<file path="config.mk">
export PLATFORM = sky130hd
export DESIGN_NAME = edge_ni
export DESIGN_NICKNAME = d
export VERILOG_FILES = /design/src/rtl/noc_pkg.sv /design/src/rtl/ni_fifo.sv /design/src/rtl/edge_ni.sv
export SDC_FILE = /design/constraint.sdc
export NUM_CORES = 1
export LEC_CHECK = 0
export CORE_MARGIN = 5
export CORE_UTILIZATION = 47
export DETAILED_ROUTE_END_ITERATION = 8
export PLACE_DENSITY = 0.73
export REMOVE_ABC_BUFFERS = 1
export SYNTH_ARGS = -nofsm -noshare
export SYNTH_HDL_FRONTEND = slang
export SYNTH_SLANG_ARGS = --single-unit
</file>
<file path="constraint.sdc">
create_clock -name clk -period 4.2 [get_ports clk]
set_clock_uncertainty 0.15 [all_clocks]
set_input_delay 1.26 -clock clk [delete_from_list [all_inputs] [get_ports clk]]
set_output_delay 1.26 -clock clk [all_outputs]
set_load 0.03 [all_outputs]
</file>
<file path="src/rtl/noc_pkg.sv">
// Shared NoC definitions for the edge network interface:
// flit geometry, header layout and the TX/RX state encodings.
package noc_pkg;

  localparam int FLIT_W  = 32;
  localparam int COORD_W = 4;
  localparam int LEN_W   = 8;

  typedef struct packed {
    logic [COORD_W-1:0] dst_row;
    logic [COORD_W-1:0] dst_col;
    logic [COORD_W-1:0] src_row;
    logic [COORD_W-1:0] src_col;
    logic [LEN_W-1:0]   len;
    logic [7:0]         rsvd;
  } hdr_t;

  typedef enum logic [1:0] {
    T_IDLE,
    T_HEAD,
    T_BODY
  } tx_state_e;

  typedef enum logic [1:0] {
    R_HEAD,
    R_BODY,
    R_DROP
  } rx_state_e;

endpackage

</file>
<file path="src/rtl/ni_fifo.sv">
// Registered FIFO for delivered payload flits; a pushed entry
// becomes visible on the read side one cycle later.
module ni_fifo #(
  parameter int WIDTH = 8,
  parameter int DEPTH = 4
) (
  input  logic             clk,
  input  logic             rst,
  input  logic             push,
  input  logic [WIDTH-1:0] wdata,
  output logic             full,
  input  logic             pop,
  output logic [WIDTH-1:0] rdata,
  output logic             valid
);

  localparam int AW = $clog2(DEPTH);

  logic [AW:0]      wr_q, wr_d;
  logic [AW:0]      rd_q, rd_d;
  logic [WIDTH-1:0] mem_q [DEPTH];
  logic             empty;
  logic             do_push;
  logic             do_pop;

  // Extra pointer bit separates full from empty.
  assign empty = (wr_q == rd_q);
  assign full  = (wr_q[AW] != rd_q[AW]) &&
                 (wr_q[AW-1:0] == rd_q[AW-1:0]);

  assign do_push = push && !full;
  assign do_pop  = pop && !empty;
  assign valid   = !empty;
  assign rdata   = mem_q[rd_q[AW-1:0]];

  always_comb begin
    wr_d = wr_q;
    rd_d = rd_q;
    if (do_push) wr_d = wr_q + 1'b1;
    if (do_pop)  rd_d = rd_q + 1'b1;
  end

  always_ff @(posedge clk) begin
    if (rst) begin
      wr_q <= '0;
      rd_q <= '0;
    end else begin
      wr_q <= wr_d;
      rd_q <= rd_d;
    end
  end

  always_ff @(posedge clk) begin
    if (do_push) mem_q[wr_q[AW-1:0]] <= wdata;
  end

endmodule

</file>
<file path="src/rtl/edge_ni.sv">
// Edge network interface: packetises host traffic into the mesh
// and filters/buffers mesh traffic addressed to this node.
module edge_ni
  import noc_pkg::*;
#(
  parameter int ROW        = 1,
  parameter int COL        = 1,
  parameter int FIFO_DEPTH = 4
) (
  input  logic        clk,
  input  logic        rst,
  input  logic        hdr_valid,
  output logic        hdr_ready,
  input  logic [7:0]  hdr_dst,
  input  logic [7:0]  hdr_len,
  input  logic [31:0] tx_data,
  input  logic        tx_valid,
  output logic        tx_ready,
  output logic [31:0] mesh_tx_data,
  output logic        mesh_tx_valid,
  input  logic        mesh_tx_ready,
  input  logic [31:0] mesh_rx_data,
  input  logic        mesh_rx_valid,
  output logic        mesh_rx_ready,
  output logic [31:0] rx_data,
  output logic        rx_valid,
  input  logic        rx_ready,
  output logic [7:0]  rx_src,
  output logic        rx_last,
  output logic [15:0] rx_misroute_cnt
);

  localparam logic [7:0] MY_ID =
    {COORD_W'(ROW), COORD_W'(COL)};
  localparam int FW = FLIT_W + 2*COORD_W + 1;

  tx_state_e  tx_q, tx_d;
  logic [7:0] dst_q, dst_d;
  logic [7:0] tlen_q, tlen_d;
  logic [7:0] tcnt_q, tcnt_d;
  hdr_t       tx_hdr;

  always_comb begin
    tx_d          = tx_q;
    dst_d         = dst_q;
    tlen_d        = tlen_q;
    tcnt_d        = tcnt_q;
    hdr_ready     = 1'b0;
    tx_ready      = 1'b0;
    mesh_tx_valid = 1'b0;
    mesh_tx_data  = '0;
    tx_hdr        = '{
      dst_row: dst_q[7:4],
      dst_col: dst_q[3:0],
      src_row: MY_ID[7:4],
      src_col: MY_ID[3:0],
      len:     tlen_q,
      rsvd:    8'h00
    };
    unique case (tx_q)
      T_IDLE: begin
        hdr_ready = 1'b1;
        if (hdr_valid) begin
          dst_d  = hdr_dst;
          tlen_d = hdr_len;
          tx_d   = T_HEAD;
        end
      end
      T_HEAD: begin
        mesh_tx_valid = 1'b1;
        mesh_tx_data  = tx_hdr;
        if (mesh_tx_ready) begin
          tcnt_d = tlen_q;
          tx_d   = (tlen_q == 8'd0) ? T_IDLE : T_BODY;
        end
      end
      T_BODY: begin
        // Payload passes straight through; no local storage.
        mesh_tx_valid = tx_valid;
        mesh_tx_data  = tx_data;
        tx_ready      = mesh_tx_ready;
        if (tx_valid && mesh_tx_ready) begin
          tcnt_d = tcnt_q - 8'd1;
          if (tcnt_q == 8'd1) tx_d = T_IDLE;
        end
      end
      default: tx_d = T_IDLE;
    endcase
  end

  rx_state_e  rx_q, rx_d;
  logic [7:0] src_q, src_d;
  logic [7:0] rcnt_q, rcnt_d;
  logic [15:0] mis_q, mis_d;
  logic [7:0] rh_dst, rh_src, rh_len;
  logic       f_push, f_full, f_valid;
  logic [FW-1:0] f_wdata, f_rdata;

  assign rh_dst = mesh_rx_data[31:24];
  assign rh_src = mesh_rx_data[23:16];
  assign rh_len = mesh_rx_data[15:8];

  always_comb begin
    rx_d          = rx_q;
    src_d         = src_q;
    rcnt_d        = rcnt_q;
    mis_d         = mis_q;
    mesh_rx_ready = 1'b0;
    f_push        = 1'b0;
    f_wdata       = {mesh_rx_data, src_q, rcnt_q == 8'd1};
    unique case (rx_q)
      R_HEAD: begin
        mesh_rx_ready = 1'b1;
        if (mesh_rx_valid) begin
          src_d  = rh_src;
          rcnt_d = rh_len;
          if (rh_len == 8'd0) begin
            rx_d = R_HEAD;
          end else if (rh_dst == MY_ID) begin
            rx_d = R_BODY;
          end else begin
            rx_d = R_DROP;
            if (mis_q != 16'hFFFF) mis_d = mis_q + 16'd1;
          end
        end
      end
      R_DROP: begin
        mesh_rx_ready = 1'b1;
        if (mesh_rx_valid) begin
          rcnt_d = rcnt_q - 8'd1;
          if (rcnt_q == 8'd1) rx_d = R_HEAD;
        end
      end
      R_BODY: begin
        mesh_rx_ready = !f_full;
        if (mesh_rx_valid && !f_full) begin
          f_push = 1'b1;
          rcnt_d = rcnt_q - 8'd1;
          if (rcnt_q == 8'd1) rx_d = R_HEAD;
        end
      end
      default: rx_d = R_HEAD;
    endcase
  end

  always_ff @(posedge clk) begin
    if (rst) begin
      tx_q   <= T_IDLE;
      dst_q  <= '0;
      tlen_q <= '0;
      tcnt_q <= '0;
      rx_q   <= R_HEAD;
      src_q  <= '0;
      rcnt_q <= '0;
      mis_q  <= '0;
    end else begin
      tx_q   <= tx_d;
      dst_q  <= dst_d;
      tlen_q <= tlen_d;
      tcnt_q <= tcnt_d;
      rx_q   <= rx_d;
      src_q  <= src_d;
      rcnt_q <= rcnt_d;
      mis_q  <= mis_d;
    end
  end

  ni_fifo #(
    .WIDTH (FW),
    .DEPTH (FIFO_DEPTH)
  ) u_fifo (
    .clk   (clk),
    .rst   (rst),
    .push  (f_push),
    .wdata (f_wdata),
    .full  (f_full),
    .pop   (rx_ready),
    .rdata (f_rdata),
    .valid (f_valid)
  );

  assign rx_valid        = f_valid;
  assign rx_data         = f_rdata[FW-1:9];
  assign rx_src          = f_rdata[8:1];
  assign rx_last         = f_rdata[0];
  assign rx_misroute_cnt = mis_q;

endmodule

</file>
; ---- After elaboration in Yosys (flattened, before gate mapping)
; Memories as Yosys holds them, arrays and structs flattened. A register that Yosys moved wholly into a read port is not among the register bits.
; Cells that the tools add are included.
[word_totals]
inputBits = 87
register_bits = 66
mem_bits_rw = 164
elab_cells = 88
memories = 1
out_inout_bits = 94
[mem_list]
columns = memory, words, word_bits, read_ports, rd_ports_with_merged_regs, wr, line
row1 = u_fifo.mem_q, 4, 41, 1, 1, 1, ni_fifo.sv:21  ; logic [WIDTH-1:0] mem_q [DEPTH];
[op_classes]
mux = 31
reduce_logical = 21
add_sub_neg = 5
eq_ne = 18
n_bitwise = 2
[ops]
columns = op, n
row1 = 32-bit case mux with 2 select lines, 1
row2 = 8-bit 2-to-1 mux, 5
row3 = 2-bit 2-to-1 mux, 13
row4 = 8-bit case mux with 3 select lines, 1
row5 = "16-bit by 1-bit adder with 16-bit output, second input constant", 1
row6 = "8-bit by 1-bit equality test with 1-bit output, second input constant", 2
row7 = 8-bit logical NOT, 2
row8 = "16-bit != test, second input constant", 1
row9 = 8-bit case mux with 2 select lines, 1
row10 = "8-bit by 1-bit subtractor with 8-bit output, second input constant", 2
row11 = "2-bit != test, second input constant", 7
row12 = 2-bit case mux with 3 select lines, 2
row13 = "8-bit by 5-bit equality test with 1-bit output, second input constant", 1
row14 = 4-bit AND reduction, 2
row15 = "3-bit by 1-bit adder with 3-bit output, second input constant", 2
row16 = 1-bit 2-to-1 mux, 6
row17 = 3-bit AND reduction, 2
row18 = 1-bit logical AND, 5
row19 = 5-bit AND reduction, 1
row20 = "2-bit by 1-bit equality test with 1-bit output, second input constant", 2
row21 = "2-bit equality test, second input constant", 2
row22 = 2-bit logical NOT, 2
row23 = 1-bit case mux with 2 select lines, 2
row24 = 2-bit AND reduction, 2
row25 = 8 further kinds, 10

; ---- Logic depth before layout (Yosys ltp)
; Gate-level depths: netlist (run 1).
[depth]
word_depth = 9
ltp_mapped = 9
mapped_depth_nobuf = 7

; ---- Hierarchy
; From an unflattened synthesis (run 1), not the netlist that was laid out.
[hier_totals]
hier_cells = 730
area_unflattened_um2 = 9864.5
[by_module_without_submodules]
columns = mod, seq_area_each_um2, instances, area_each_um2, cells_each
row1 = ni_fifo, 5084.9, 1, 6459.9, 284
row2 = edge_ni, 1201.2, 1, 3404.5, 446

; ---- Worst setup path before layout (run 1)
; Ideal clock, no wire load.
[synth_path]
path_kind = in2reg
startpoint = input mesh_rx_valid
endpoint = memory u_fifo.mem_q[3][0] (netlist name), enable pin
path_stages = 3
setup_slack_ns = 0.160
required_time_ns = 3.608
arrival_time_ns = 3.448
n_path_buf = 0
setup_time_ns = 0.442
cell_sequence = inv_1 > a311o_1 > nor2_1
[synth_via]
elab_chain_len = 6
[synth_rtl]
columns = element, line
row1 = from (decl), edge_ni.sv:23  ; input logic mesh_rx_valid,
row2 = 1-bit logical AND, edge_ni.sv:136  ; if (mesh_rx_valid && !f_full) begin
row3 = 1-bit 2-to-1 mux, edge_ni.sv:136
row4 = 1-bit 2-to-1 mux, edge_ni.sv:111  ; unique case (rx_q)
row5 = 1-bit logical AND, ni_fifo.sv:31  ; assign do_push = push && !full;
row6 = 1-bit 2-to-1 mux, ni_fifo.sv:54  ; if (do_push) mem_q[wr_q[AW-1:0]] <= wdata;
row7 = 1-bit 2-to-1 mux (not written as such), ni_fifo.sv:54
row8 = to (decl), ni_fifo.sv:21
; No other way between the ends.

; ---- Worst setup path in the final report (run 1)
[layout_path]
startpoint = input tx_data[12]
endpoint = output mesh_tx_data[12]
[layout_via]
elab_chain_len = 1
[layout_rtl]
columns = element, line
row1 = from (decl), edge_ni.sv:16  ; input logic [31:0] tx_data,
row2 = 32-bit case mux with 2 select lines, edge_ni.sv:60  ; unique case (tx_q)
row3 = to (decl), edge_ni.sv:19  ; output logic [31:0] mesh_tx_data,
; No other way between the ends.

==> reports/metrics.yaml, run 1 <==
synth:
  netlist_instances: 708
  ys_seq_area_frac: 0.6470
  synth_edf_count: 164
  syn_area_um2: 9716
  ys_ff_latch: 232
  synth_top_area_share: 0.5069
  ys_warn_count: 0
  avgSynthCellArea_um2: 13.72
  yosysTopAreaCell: "edfxtp_1"
  synth-async-reset-ratio: 0
  synthFlopType: "edfxtp_1"
  synth_cell_types: 57
  ys_top_cells_by_area: "edfxtp_1 51%, dfxtp_1 14%, mux4_2 9.5%, a21oi_1 3.0%, nand2_1 2.9%"
detailed_routing:
  vias_per_cell: 5.364
  drt_iter0_drc: 301
  ant_nets: 0
  wirelength_um: 20630
  drc: 0
  wl_per_cell_um: 17.48
  route.vias.total: 6330
  first_pass_iters: 4
clocking:
  clock_path_buffers: 3
  cts_num_sinks: 232
  clkTransAtPathRegs_ps: 60
  cts.root.buffer_cell: "clkbuf_16"
  htree_levels: 1
  cts_hold_buf: 0
  cts_tree: "done"
  post-cts-setup-buffer-count: 0
  cts_resized: 0
  cts_made_buffers: 25
  clock_latency_ps: 520
power:
  pwr-share-clk: 0.375
  intPower_mw: 4.147
  peakVddDrop_v: 0.0003861
  p_leak_nw: 4.157
  power_frac_comb: 0.160
  p_per_area_nw_per_um2: 441.3
  total_power_mw: 5.579
  seqPwrFrac: 0.465
  p_sw_frac: 0.2567
  p_switching_mw: 1.432
setup_path:
  worstSetupEndpointType: "output pin"
  start_kind: "primary input"
  cp_max_fo: 1
  crit_arrival_ps: 2630
  worstPathRequired_ps: 2790
  path_class: "in -> out"
outcome:
  outcome: "completed"
sta:
  worst_slack_ps: 162.3
  clock.fmax_mhz: 247.7
  drv_slew: 0
  timing.hold.ws_ps: 313.1
  fin_setup_tns_ps: 0
  fin_crit_sh: 0.9614
  tightest_slew_ps: 703.7
  period_needed_ps: 4038
  relSlewSlack: 0.5243
  setup_viol: 0
  grt_setup_unrepaired: "false"
  hold_viol_final: 0
job:
  maxCapViolCount: 0
final_layout:
  area_delta_synth_final_pct: 30.14
  drive_above_1_share: 0.1220
  final_common_cell: "clkdlybuf4s50_1"
  diodes: 0
  final_cell_mix: "179 x clkdlybuf4s50_1, 164 x edfxtp_1, 74 x nand2_1"
  final_nets: 995
  utilization: 0.6228
placement:
  io_buffers: 180
  post-place-ws_ps: 131.1
  place.gp.congestion: 0.8126
  dp_hpwl_um: 13660
global_route:
  grt_pass1_vias: 6406
  grt_pass1_wl_um: 33340
  antenna_found_initial: 1
  grt_max_degree: 42
  grtUsageTotal: 0.1699
  grt-ovfl-total: 0
floorplanning:
  start_util: 0.4786
  die-area_um2: 23650
  ios: 181
  design.core.area_um2: 20300
  die_w_um: 153.8
  rows: 52
  chipHeight_um: 153.8
worst_hold_path:
  hold_path.class: "reg -> reg"
critical path: stages:
cell and delay (ps):
clkdlybuf4s50_1 490, a22oi_1 70, nor2b_1 130, clkdlybuf4s50_1 680
power groups by stage:
stage / clock, mW / combinational [mW] / sequential [mW]
4_1_cts: 2.14 / 0.904 / 2.59
6_report: 2.09 / 0.892 / 2.59
3_5_place_dp: 0 / 0.899 / 2.64
3_3_place_gp: 0 / 0.885 / 2.64
2_1_floorplan: 0 / 0.561 / 2.62
5_1_grt: 2.25 / 0.994 / 2.60
per-layer routing:
| metal | global-route usage | part of all wire | up-vias |
|---|---|---|---|
| met3 | 0.04328 | 0.075 | 30 |
| met5 | 0 | 0.00034 | - |
| met1 | 0.2288 | 0.44 | 3031 |
| met4 | 0.03406 | 0.016 | 2 |
| li1 | - | - | 3051 |
| met2 | 0.2835 | 0.47 | 216 |
registers in the layout, summed over array words and instances (netlist names), named ones only:
signal,cells
tcnt_q,8
rx_q,2
src_q,8
tx_q,2
u_fifo.rd_q,3
rcnt_q,8
dst_q,8
tlen_q,8
rx_misroute_cnt,16
u_fifo.wr_q,3
u_fifo.mem_q,164
Yosys cell counts, types with 2 or more instances:
cell        n
nand2b_1    7
a21o_1      2
nand2_1    74
dfxtp_1    68
ha_1       17
a21oi_1    59
inv_1      21
buf_2       4
o22ai_1     2
or3_1       9
or4_1       4
xor2_1      4
and2_1     18
mux2i_1     5
xnor2_1     5
a22oi_1    16
nor4_1      6
buf_1       5
a211oi_1    4
nor2b_1    22
nand3b_1    3
mux4_2     41
o21ai_1     7
nand4_1     5
o21ai_0     9
o31ai_1     6
edfxtp_1  164
clkbuf_1   26
nor2_1     32
nor3_1      7
nor4b_1     2
o32ai_1     4
nand3_1    17
and3_1      6
a21oi_2     5
cell type report:
type	instances	area (µm²)
fill	1548	7656
sequential	232	6289
multi-input combinational	418	3191
timing repair buffer	193	1944
clock buffer	37	710.7
tap	270	337.8
clock inverter	9	92.59
inverter	21	78.83
path summary, 6_finish.rpt:
path,start,end,slack [ps],depth (start not counted)
setup / recovery,tx_data[12],mesh_tx_data[12],160,4
hold / removal,dst_q[3],dst_q[3],310,2
hold reg to reg,dst_q[3],dst_q[3],310,2
setup reg to reg,rx_q[1],rx_misroute_cnt[15],1660,7
cells by family after synthesis:
| group | count (synthesis) | synth area share |
|---|---|---|
| AOI/OAI and AO/OA | 126 | 0.08075 |
| and+or+nand+nor | 220 | 0.1163 |
| DFF | 232 | 0.6470 |
| buffers and inverters | 58 | 0.02576 |
| xor gates and xnor gates | 9 | 0.008113 |
| adders and majority gates | 17 | 0.02189 |
| muxes | 46 | 0.1002 |
stage by stage:
step / cell area [µm²] / cells
detailed placement: 11840 / 1134
CTS: 12640 / 1180
global route: 12640 / 1180
finish: 12640 / 1180
global placement: 11840 / 1134
floorplan: 9544 / 671
No activity file was read; power rests on OpenSTA's default activity.
==> run 2, diff against run 1 <==
==> constraint.sdc (replaced) <==
create_clock -name clk -period 4.2 [get_ports clk]
set_clock_uncertainty 0.15 [all_clocks]
set_input_delay 0.84 -clock clk [delete_from_list [all_inputs] [get_ports clk]]
set_output_delay 0.84 -clock clk [all_outputs]
set_load 0.03 [all_outputs]
==> run 2 against run 1 <==
- final area fell by 0.90%
- cell count barely moved
- flip-flop and latch count unchanged
- non-clock buffer count is 3 higher
- die area stayed put
- clock-buffer cell count shrank 11
- wire length grew 0.18%
- register-to-register slack better by 70 ps
- total power down 3.9%
- largest cell class unchanged
- largest power group unchanged
==> reports/metrics.yaml, run 2 (synthesis gave the netlist of run 1 again) <==
sta:
  hold_viol_final: 0  # unchanged
  period_needed_ps: 3684  # was 4038 ps
  fin_crit_sh: 0.8771  # was 0.9614
  grt_setup_unrepaired: "false"  # unchanged
  worst_slack_ps: 516.4  # was 162.3 ps
  drv_slew: 0  # unchanged
  clock.fmax_mhz: 271.5  # was 247.7 MHz
  timing.hold.ws_ps: 308.4  # was 313.1 ps
  fin_setup_tns_ps: 0  # unchanged
  relSlewSlack: 0.5007  # was 0.5243
  setup_viol: 0  # unchanged
  tightest_slew_ps: 749.0  # was 703.7 ps
floorplanning:
  die_w_um: 153.8  # unchanged
  die-area_um2: 23650  # unchanged
  design.core.area_um2: 20300  # unchanged
  start_util: 0.4786  # unchanged
  rows: 52  # unchanged
  chipHeight_um: 153.8  # unchanged
  ios: 181  # unchanged
clocking:
  cts.root.buffer_cell: "clkbuf_16"  # unchanged
  cts_hold_buf: 0  # unchanged
  clock_latency_ps: 500  # was 520 ps
  cts_resized: 0  # unchanged
  htree_levels: 1  # unchanged
  clkTransAtPathRegs_ps: 60  # about the same
  post-cts-setup-buffer-count: 0  # unchanged
  cts_tree: "done"  # unchanged
  cts_made_buffers: 23  # was 25
  clock_path_buffers: 3  # unchanged
  cts_num_sinks: 232  # unchanged
setup_path:
  worstPathRequired_ps: 3210  # was 2790 ps
  start_kind: "flip-flop"  # was primary input
  path_class: "reg -> out"  # was in -> out
  cp_max_fo: 19  # was 1
  crit_arrival_ps: 2690  # was 2630 ps
  rr_startpoint: "rx_q[0]"  # was rx_q[1]
  reg2reg_depth: 7  # unchanged
  r2r-end: "rx_misroute_cnt[13]"  # was rx_misroute_cnt[15]
  r2r_setup_slack_ps: 1730  # was 1660 ps
  worstSetupEndpointType: "output pin"  # unchanged
  worstSetupEndpoint: "rx_data[25]"  # was mesh_tx_data[12]
final_layout:
  final_common_cell: "clkdlybuf4s50_1"  # unchanged
  fillCellCount: 1582  # was 1,548
  drive_above_1_share: 0.1177  # was 0.1220
  largest_reg_flops: 164  # unchanged
  final_cell_mix: "179 x clkdlybuf4s50_1, 164 x edfxtp_1, 74 x nand2_1"  # unchanged
  final_nets: 996  # was 995
  diodes: 0  # unchanged
  area_delta_synth_final_pct: 28.96  # was 30.14%
  final_area_um2: 12530  # was 12,640 µm²
  utilization: 0.6172  # was 0.6228
  fin_cells: 1179  # was 1,180
placement:
  place.gp.congestion: 0.8131  # was 0.8126
  post-place-ws_ps: 966.7  # was 131.1 ps
  dp_hpwl_um: 13970  # was 13,660 µm
  post_dp_cell_area_um2: 11840  # about the same
  dp_cells: 1137  # was 1,134
  io_buffers: 180  # unchanged
global_route:
  grt-ovfl-total: 0  # unchanged
  antenna_found_initial: 1  # unchanged
  grtUsageTotal: 0.1688  # was 0.1699
  grt_max_degree: 37  # was 42
  grt_pass1_vias: 6347  # was 6,406
  grt_pass1_wl_um: 33130  # was 33,340 µm
power:
  p_per_area_nw_per_um2: 428.0  # was 441.3 nW/µm²
  p_leak_nw: 4.100  # was 4.157 nW
  peakVddDrop_v: 0.0002964  # was 0.0003861 V
  total_power_mw: 5.363  # was 5.579 mW
detailed_routing:
  wirelength_um: 20670  # was 20,630 µm
  drt_iter0_drc: 335  # was 301
  ant_nets: 0  # unchanged
  vias_per_cell: 5.369  # was 5.364
  first_pass_iters: 4  # unchanged
  wl_per_cell_um: 17.53  # was 17.48 µm
  drc: 0  # unchanged
  route.vias.total: 6330  # unchanged
job:
  maxCapViolCount: 0  # unchanged
outcome:
  outcome: "completed"  # unchanged
worst_hold_path:
  hold_path.class: "reg -> reg"  # unchanged
[run 2: cell count changes in the layout (fill, tap and decap cells not counted), moves of 3 or more]
cell,change
buf_4,+5
clkbuf_1,-5
clkbuf_8,-4
clkinv_1,+8
clkinv_2,-3
[run 2: final cells by class]
cell class,instances,area (µm²),share of cell area
tap,270,337.8,0.02696
timing repair buffer,196,1942,0.1550
clock inverter,16,105.1,0.008388
clock buffer,26,586.8,0.04683
inverter,21,78.83,0.006291
multi-input combinational,418,3191,0.2546
sequential,232,6289,0.5019
[run 2: worst max-delay path, stage by stage (launching register included)]
cell and delay [ps]:
dfxtp_2 780, buf_12 260, mux4_2 530, clkdlybuf4s50_1 610
[run 2: worst min-delay path by stage]
| stage | from | end | slack, ps | depth (start not counted) |
|---|---|---|---|---|
| final | dst_q[0] | dst_q[0] | 310 | 2 |
| after CTS | dst_q[4] | dst_q[4] | 310 | 2 |
| after floorplan | dst_q[0] | dst_q[0] | 280 | 2 |
| after global routing | dst_q[0] | dst_q[0] | 320 | 2 |
| after global placement | dst_q[4] | dst_q[4] | 300 | 2 |
| after detailed placement | dst_q[6] | dst_q[6] | 300 | 2 |
[run 2: routing by layer]
| layer | global-route usage | wire length (µm) |
|---|---|---|
| met2 | 0.2751 | 9693 |
| met3 | 0.04244 | 1533 |
| met1 | 0.2316 | 9086 |
| met4 | 0.03785 | 350 |
| met5 | 0 | 7 |
[run 2: power breakdown]
group | leakage [nW] | switching (mW) | internal [mW]
registers | 2.04 | 0.0729 | 2.52
clock network | 0.331 | 0.818 | 1.07
logic | 1.73 | 0.507 | 0.379
==> run 3, diff against run 2 <==
--- a/config.mk
+++ b/config.mk
@@ -10,6 +10,7 @@
 export DETAILED_ROUTE_END_ITERATION = 8
 export PLACE_DENSITY = 0.73
 export REMOVE_ABC_BUFFERS = 1
+export SKIP_LAST_GASP = 1
 export SYNTH_ARGS = -nofsm -noshare
 export SYNTH_HDL_FRONTEND = slang
 export SYNTH_SLANG_ARGS = --single-unit
==> results of run 3 <==
Final layout, timing and power as in run 2 (identical DEF).
